$ cat config.mk
export PLATFORM = sky130hd
export DESIGN_NAME = led_frame_sequencer
export DESIGN_NICKNAME = d
export VERILOG_FILES = /design/src/rtl/led_seq_pkg.sv /design/src/rtl/frame_tick_gen.sv /design/src/rtl/led_frame_sequencer.sv
export SDC_FILE = /design/constraint.sdc
export NUM_CORES = 1
export LEC_CHECK = 0
export ABC_CLOCK_PERIOD_IN_PS = 2200
export CORE_MARGIN = 5
export CORE_UTILIZATION = 48
export DETAILED_ROUTE_END_ITERATION = 8
export GPL_TIMING_DRIVEN = 0
export PLACE_DENSITY_LB_ADDON = 0.1
export SLEW_MARGIN = 20
export SYNTH_ARGS = -nofsm -noshare
export SYNTH_HDL_FRONTEND = slang
export SYNTH_SLANG_ARGS = --single-unit
$ cat constraint.sdc
create_clock -name clk -period 2.2 [get_ports clk]
set_input_delay 0.33 -clock clk [delete_from_list [all_inputs] [get_ports clk]]
set_output_delay 0.33 -clock clk [all_outputs]
set_load 0.05 [all_outputs]
$ cat src/rtl/led_seq_pkg.sv
`default_nettype none
// ============================================================================
// Module   : led_seq_pkg
// Brief    : Shared types and constants for the LED frame sequencer.
//            This package holds the apa102 command codes, the sequencer
//            state encoding, the RGB pixel struct and the brightness
//            scaling helper.
// Revision : 1.0 - initial release
// ============================================================================
package led_seq_pkg;

  // apa102 command codes
  localparam logic [1:0] CMD_NONE  = 2'b00;
  localparam logic [1:0] CMD_SOF   = 2'b01;
  localparam logic [1:0] CMD_PIXEL = 2'b10;
  localparam logic [1:0] CMD_EOF   = 2'b11;

  typedef enum logic [2:0] {
    IDLE  = 3'd0,
    SOF   = 3'd1,
    FETCH = 3'd2,
    PIXEL = 3'd3,
    EOF   = 3'd4,
    DONE  = 3'd5
  } seq_state_t;

  typedef struct packed {
    logic [7:0] r;
    logic [7:0] g;
    logic [7:0] b;
  } rgb8_t;

  // (c * (dim+1)) >> 8. The product always fits in 16 bits (255*256).
  function automatic logic [7:0] scale8(input logic [7:0] c, input logic [7:0] dim);
    logic [15:0] p;
    p = {8'd0, c} * ({8'd0, dim} + 16'd1);
    return p[15:8];
  endfunction

endpackage
`default_nettype wire

$ cat src/rtl/frame_tick_gen.sv
`default_nettype none
// ============================================================================
// Module   : frame_tick_gen
// Brief    : Free-running frame-period counter. tick is high for one cycle
//            whenever the counter sits at FRAME_DIV-1.
// Revision : 1.0 - initial release
// ============================================================================
module frame_tick_gen #(
  parameter int FRAME_DIV = 200000,
  parameter int CW        = 18
) (
  input  logic clk,
  input  logic rst,
  output logic tick
);

  localparam logic [CW-1:0] C_LAST = CW'(FRAME_DIV - 1);

  logic [CW-1:0] r_count;

  // Count 0..FRAME_DIV-1 and wrap
  always_ff @(posedge clk) begin
    if (rst) begin
      r_count <= '0;
    end else if (r_count == C_LAST) begin
      r_count <= '0;
    end else begin
      r_count <= r_count + CW'(1);
    end
  end

  assign tick = (r_count == C_LAST);

endmodule
`default_nettype wire

$ cat src/rtl/led_frame_sequencer.sv
`default_nettype none
// ============================================================================
// Module   : led_frame_sequencer
// Brief    : Once per frame tick this block issues SOF, N_PIXELS PIXEL
//            commands and EOF to the apa102 driver. Colours are fetched
//            through an indexed req/valid handshake.
//            Optional macro LED_DIM_EN scales each channel by (dim+1)/256.
// Revision : 1.0 - initial release
// ============================================================================
module led_frame_sequencer
  import led_seq_pkg::*;
#(
  parameter int N_PIXELS  = 300,
  parameter int FRAME_DIV = 200000,
  parameter int CW        = 18
) (
  input  logic        clk,
  input  logic        rst,
  input  logic        enable,
  output logic        px_req,
  output logic [15:0] px_index,
  input  logic        px_valid,
  input  logic [7:0]  src_red,
  input  logic [7:0]  src_green,
  input  logic [7:0]  src_blue,
  input  logic [7:0]  dim,
  output logic [1:0]  apa_cmd,
  output logic        apa_strobe,
  input  logic        apa_busy,
  output logic [7:0]  pixel_red,
  output logic [7:0]  pixel_green,
  output logic [7:0]  pixel_blue,
  output logic        frame_done,
  output logic        overrun
);

  localparam logic [15:0] C_LAST_PX = 16'(N_PIXELS - 1);

  seq_state_t  r_state, w_state;
  logic [1:0]  r_cmd, w_cmd;
  logic        r_strobe, w_strobe;
  logic        r_req, w_req;
  logic        r_done, w_done;
  logic        r_ovr, w_ovr;
  logic [15:0] r_index, w_index;
  rgb8_t       r_pix, w_pix;
  rgb8_t       w_src;
  logic        w_tick;
  logic        w_issue;

  frame_tick_gen #(
    .FRAME_DIV (FRAME_DIV),
    .CW        (CW)
  ) u_tick (
    .clk  (clk),
    .rst  (rst),
    .tick (w_tick)
  );

`ifdef LED_DIM_EN
  assign w_src.r = scale8(src_red,   dim);
  assign w_src.g = scale8(src_green, dim);
  assign w_src.b = scale8(src_blue,  dim);
`else
  assign w_src.r = src_red;
  assign w_src.g = src_green;
  assign w_src.b = src_blue;
  // dim is kept on the port so both builds share one interface
  logic w_unused_dim;
  assign w_unused_dim = ^dim;
`endif

  // A command may only go out when the driver is idle and no strobe is in flight
  assign w_issue = !apa_busy && !r_strobe;

  // Next-state and next-output logic. apa_cmd is always updated at least one
  // edge before the strobe that uses it.
  always_comb begin
    w_state  = r_state;
    w_cmd    = r_cmd;
    w_strobe = 1'b0;
    w_req    = r_req;
    w_index  = r_index;
    w_pix    = r_pix;
    w_done   = 1'b0;
    w_ovr    = r_ovr | (w_tick && (r_state != IDLE));
    case (r_state)
      IDLE: begin
        if (w_tick && enable) begin
          w_state = SOF;
          w_cmd   = CMD_SOF;
        end
      end
      SOF: begin
        if (w_issue) begin
          w_strobe = 1'b1;
          w_index  = '0;
          w_req    = 1'b1;
          w_state  = FETCH;
        end
      end
      FETCH: begin
        if (px_valid) begin
          w_pix   = w_src;
          w_req   = 1'b0;
          w_cmd   = CMD_PIXEL;
          w_state = PIXEL;
        end
      end
      PIXEL: begin
        if (w_issue) begin
          w_strobe = 1'b1;
          if (r_index == C_LAST_PX) begin
            w_state = EOF;
          end else begin
            w_index = r_index + 16'd1;
            w_req   = 1'b1;
            w_state = FETCH;
          end
        end
      end
      EOF: begin
        // First EOF cycle still carries the last PIXEL strobe, so the
        // command switches here and the strobe follows on a later cycle.
        w_cmd = CMD_EOF;
        if (w_issue && (r_cmd == CMD_EOF)) begin
          w_strobe = 1'b1;
          w_state  = DONE;
        end
      end
      DONE: begin
        w_done  = 1'b1;
        w_state = IDLE;
      end
      default: begin
        w_state = IDLE;
      end
    endcase
  end

  // State and output registers
  always_ff @(posedge clk) begin
    if (rst) begin
      r_state  <= IDLE;
      r_cmd    <= CMD_NONE;
      r_strobe <= 1'b0;
      r_req    <= 1'b0;
      r_done   <= 1'b0;
      r_ovr    <= 1'b0;
      r_index  <= '0;
      r_pix    <= '0;
    end else begin
      r_state  <= w_state;
      r_cmd    <= w_cmd;
      r_strobe <= w_strobe;
      r_req    <= w_req;
      r_done   <= w_done;
      r_ovr    <= w_ovr;
      r_index  <= w_index;
      r_pix    <= w_pix;
    end
  end

  assign px_req      = r_req;
  assign px_index    = r_index;
  assign apa_cmd     = r_cmd;
  assign apa_strobe  = r_strobe;
  assign pixel_red   = r_pix.r;
  assign pixel_green = r_pix.g;
  assign pixel_blue  = r_pix.b;
  assign frame_done  = r_done;
  assign overrun     = r_ovr;

endmodule
`default_nettype wire

Word-level counts from Yosys, hierarchy flattened
Cells that the tools add are included.
- equal/unequal tests: 14
- muxes and demuxes: 23
- shift-type cells: 0
- bitwise gates (word level): 1
- multipliers: 0
- order comparisons: 0
- $add $sub $neg: 2
- div/mod/pow operators: 0
- reduce and logical (&&, ||, !) cells: 18
- operator list (operator ; number):
    two-way mux 16 bit ; 3
    case mux 16 bit (2 select lines) ; 1
    adder 18 x 1 -> 18 bit (second input constant) ; 1
    == test 18 bit (second input constant) ; 1
    two-way mux 3 bit ; 6
    adder 16 x 1 -> 16 bit (second input constant) ; 1
    == test 16 x 9 -> 1 bit (second input constant) ; 1
    case mux 3 bit (5 select lines) ; 1
    != test 2 bit (second input constant) ; 6
    AND reduction 5 bit ; 2
    nonzero test 3 bit ; 3
    two-way mux 1 bit ; 7
    == test 3 x 2 -> 1 bit (second input constant) ; 2
    == test 3 bit (second input constant) ; 2
    case mux 2 bit (3 select lines) ; 1
    logical AND 1 bit ; 4
    two-way mux 2 bit ; 2
    AND reduction 4 bit ; 1
    OR reduction 2 bit ; 2
    == test 3 x 1 -> 1 bit (second input constant) ; 1
    zero test 3 bit ; 1
    case mux 1 bit (3 select lines) ; 1
    AND reduction 3 bit ; 1
    == test 2 bit (second input constant) ; 1
    other kinds (5) ; 6
- RAM bits: 0
- memories kept: 0
- bits in read-only memories: 0
- input bits: 37
- logic and storage cells: 69
- flip-flop bits (word level): 67
- bits in latches: 0
- output and inout port bits: 46

Longest topological paths before layout
- word-level depth: 5
- depth in mapped cells: 7

Modules after synthesis
A second synthesis with hierarchy kept.
- cells, all modules: 360
- area total of the unflattened synthesis: 2999.1 sq um
- modules (own cells, without submodules) (module ; cells each ; seq. area each (sq um) ; area each (sq um) ; times used):
    led_frame_sequencer ; 264 ; 980.9 ; 2142.1 ; 1
    frame_tick_gen ; 96 ; 360.3 ; 857.1 ; 1

Worst setup path after synthesis
Ideal clock, no wire load.
- path kind: reg2reg
- start point: reg r_strobe (netlist: apa_strobe)
- end point: reg r_index[15] (netlist: px_index[15])
- slack: 146 ps
- stages on the path, launching flop included: 6
- path buffers: 1
- library setup time: 70 ps
- arrival: 1984 ps
- cells stage by stage: dfxtp_1 > or4b_4 > buf_6 > or2_4 > or4_1 > a21oi_1
- longest elaborated chain between the ends: 4
- RTL lines (element ; line ; RTL):
    start, declared ; led_frame_sequencer.sv:41 ; logic r_strobe, w_strobe;
    start signal, assigned ; led_frame_sequencer.sv:155 ; r_strobe <= w_strobe;
    zero test 1 bit (*) ; led_frame_sequencer.sv:74 ; assign w_issue = !apa_busy && !r_strobe;
    logical AND 1 bit (*) ; led_frame_sequencer.sv:74 ;
    != test 2 bit (no source line) ; -- ;
    AND reduction 4 bit (no source line) (*) ; -- ;
    end signal, assigned ; led_frame_sequencer.sv:159 ; r_index <= w_index;
    end, declared ; led_frame_sequencer.sv:45 ; logic [15:0] r_index, w_index;
Mark *: on every way between the ends. The rest lies on a longest branch, timed or not.
A chain may end at the register's enable or synchronous reset.

Final worst setup path
- start point: in apa_busy
- end point: reg r_index[11] (netlist: px_index[11])
- longest elaborated chain between the ends: 4
- RTL lines (element ; line ; RTL):
    start, declared ; led_frame_sequencer.sv:29 ; input logic apa_busy,
    zero test 1 bit (*) ; led_frame_sequencer.sv:74 ;
    logical AND 1 bit (*) ; led_frame_sequencer.sv:74 ;
    != test 2 bit (no source line) ; -- ;
    AND reduction 4 bit (no source line) (*) ; -- ;
Marked as above.

==> impl_metrics.toml <==
[outcome]
status = "finished clean"

[setup_path]
critPathMaxFanout = 10
critical_path_required_ps = 2430
crit_path_cell_trace = "clkdlybuf4s50_1 -> or4b_4 -> buf_6 -> o21ai_0 -> clkbuf_2 -> nor2_1"
reg2reg_from = "u_tick.r_count[12]"
critPathMaxStageDelay_ps = 510
reg2reg_depth = 5
slowest_stage = "or4b_4"
r2r_end = "u_tick.r_count[12]"
cp-start-kind = "input port"
critical_path_class = "input port to register"
crit_arrival_ps = 2270
end_kind = "register"
ff2ff_setup_slack_ps = 190

[pwr]
p_switching_mw = 0.532
clockPowerShare = 0.433
p_comb_frac = 0.041
seqPwrFrac = 0.526
intPower_mw = 1.79
power.density_nw_per_um2 = 584
p_leak_nw = 1.33
p_total_mw = 2.32
irDropWorstVdd_mv = 0.497
swShare = 0.229

[finish]
drive_gt1_frac = 0.0629
layout.cells.non_filler = 520
diodes = 0
areaGrowthSynthToFinish_pct = 34.4
utilization = 0.667
fin_nets = 479

[timing]
finalSetupViolations = 0
max_freq_ghz = 0.492
slew_headroom = 0.653
clock_skew_ps = 11.2
finalHoldViolations = 0
period_needed_ps = 2030
whs_ps = 454
slew_violations = 0
worst_pin_slew_ps = 518
finalCritPeriodShare = 0.924
rsz0062_at_grt = "false"
fin_setup_tns_ps = 0

[worst_hold_path]
hold_path_depth = 2
hp-start = "pixel_red[2]"
hold_class = "register to register"
hold_end = "pixel_red[2]"

[global_routing]
grt_pass1_wl_um = 11900
grt_use_total = 0.192
grt_max_degree = 13
overflow = 0
grt_pass1_vias = 2536
antenna_found_initial = 0

[die]
floorplan.die_area_um2 = 7830
pin_count = 83
initial_core_util = 0.496
die_w_um = 88.5
core_area_um2 = 5960
row_count = 28
die_h_um = 88.5

[drt]
wl_met1_um = 3160
drtIter0Drc = 155
drc_errors = 0
vias = 2774
drt-total-wl_um = 7070
vias_per_cell = 5.33
drtPass1Iterations = 5
wl_met3_um = 422
route.met2.wl_um = 3360
top_layer = "met4"
ant_nets = 0
route.detailed.wl_per_inst_um = 13.6

[placed_design]
dp_cells = 504
globalplace.congestion = 0.857
port_buffers = 73
dp_hpwl_um = 5120

[cts]
clkSlewWorstSetupHoldPaths_ps = 80
cts_root_buffer = "clkbuf_8"
worstSkewPairLatency_ps = 340
numCtsBuffers = 9
htree_levels = 3
cts_tree = "done"
cts_buffer_depth = 2
cts_sinks = 67

[logic_synthesis]
async_reset_ff_frac = 0
synthMostInstantiatedCell = "dfxtp_1"
netlist.area_leader.share = 0.454
ys.flop_type = "dfxtp_1"
synth_edf_count = 0
synth_area_leaders = "dfxtp_1 45%, nand2_1 7.9%, a21oi_1 6.3%, nand4_1 4.0%, nor2_1 3.8%"
synth_cell_type_count = 43
synth_common_cells = "67 x dfxtp_1, 62 x nand2_1, 37 x a21oi_1"
synth_area_per_cell_um2 = 8.31
syn_inst = 356
ys_ff_latch = 67
ys_seq_area_frac = 0.454
syn-cell-area_um2 = 2960
yosys_warnings = 0
yosysTopAreaCell = "dfxtp_1"
syn_nets = 395

[job]
maxCapViolCount = 0
==> cells in the final DEF, fill, tap and decap left out, types with 6 or more instances in the layout <==
cell type	count
a21oi_1	37
clkbuf_1	16
clkbuf_8	9
clkdlybuf4s50_1	73
dfxtp_1	67
inv_1	6
nand2_1	62
nand3_1	10
nand4_1	19
nor2_1	30
nor3_1	11
o21ai_0	11
or3_1	7
xnor2_1	8
xor2_1	11
==> layer usage <==
layer / up-vias / global-route usage
met3: 12 / 0.0512
met4: 0 / 0.0728
met1: 1268 / 0.252
li1: 1417 / -
met5: - / 0
met2: 77 / 0.302
==> registers in the layout, indices dropped and copies added, names as in the netlist <==
signal	cells
frame_done	1
apa_cmd	2
px_req	1
r_state	3
u_tick.r_count	18
pixel_blue	8
pixel_red	8
overrun	1
px_index	16
apa_strobe	1
pixel_green	8
==> worst max-delay path by stage <==
stage | from | end | slack (ps) | cells after the start
detailed placement | apa_busy | px_index[6] | -310 | 6
global placement | apa_busy | px_index[5] | -250 | 6
global route | r_state[2] | pixel_red[4] | 90 | 7
finish | apa_busy | px_index[11] | 170 | 6
floorplan | apa_strobe | px_index[15] | 150 | 5
CTS | apa_busy | px_index[3] | 70 | 6
==> area by class of cell <==
| cell class | instances | area (um^2) |
|---|---|---|
| flip-flops and latches | 67 | 1340 |
| well taps | 75 | 93.8 |
| multi-input cells | 263 | 1500 |
| clock inverters | 7 | 68.8 |
| repair buffers | 73 | 731 |
| plain buffers | 20 | 92.6 |
| fillers | 520 | 1980 |
| clock buffers | 9 | 124 |
| inverters | 6 | 22.5 |
==> power by group through the flow <==
| stage | Clock [mW] | Sequential, mW | Combinational (mW) |
|---|---|---|---|
| 5_1_grt | 1.09 | 1.22 | 0.102 |
| 6_report | 1.01 | 1.22 | 0.0943 |
| 3_5_place_dp | 0 | 1.25 | 0.0938 |
| 2_1_floorplan | 0 | 1.25 | 0.0342 |
| 3_3_place_gp | 0 | 1.25 | 0.0930 |
| 4_1_cts | 1.04 | 1.22 | 0.0945 |
==> stage by stage <==
stage	setup slack (ps)	area, um^2
6_report	167	3980
5_1_grt	90.7	3980
4_1_cts	66.8	3970
3_5_place_dp	-310	3780
3_3_place_gp	-253	3780
2_1_floorplan	146	2960
==> repair_timing <==
item	CTS	global route
resized for setup	0	2
endpoints found under the setup margin	0	10
setup buffers	0	0
hold buffers	0	0
==> kinds of logic (layout without fill, tap and decap cells) <==
group / Yosys count / in the layout / share of synthesized area
multiplexers: 3 / 3 / 0.0102
AND/OR/NAND/NOR: 180 / 180 / 0.318
AO/OA/AOI/OAI: 59 / 59 / 0.115
buffers and inverters: 26 / 115 / 0.0385
adder cells (fa/ha/maj): 2 / 2 / 0.00846
XOR/XNOR: 19 / 19 / 0.0563
flip-flops: 67 / 67 / 0.454
==> critical path, delay by kind of cell <==
kind                   cells  cell delay, ps
AO/OA/AOI/OAI              1             380
buffers and inverters      3             960
AND/OR/NAND/NOR            2             590
Power figures use the tool's default switching activity.
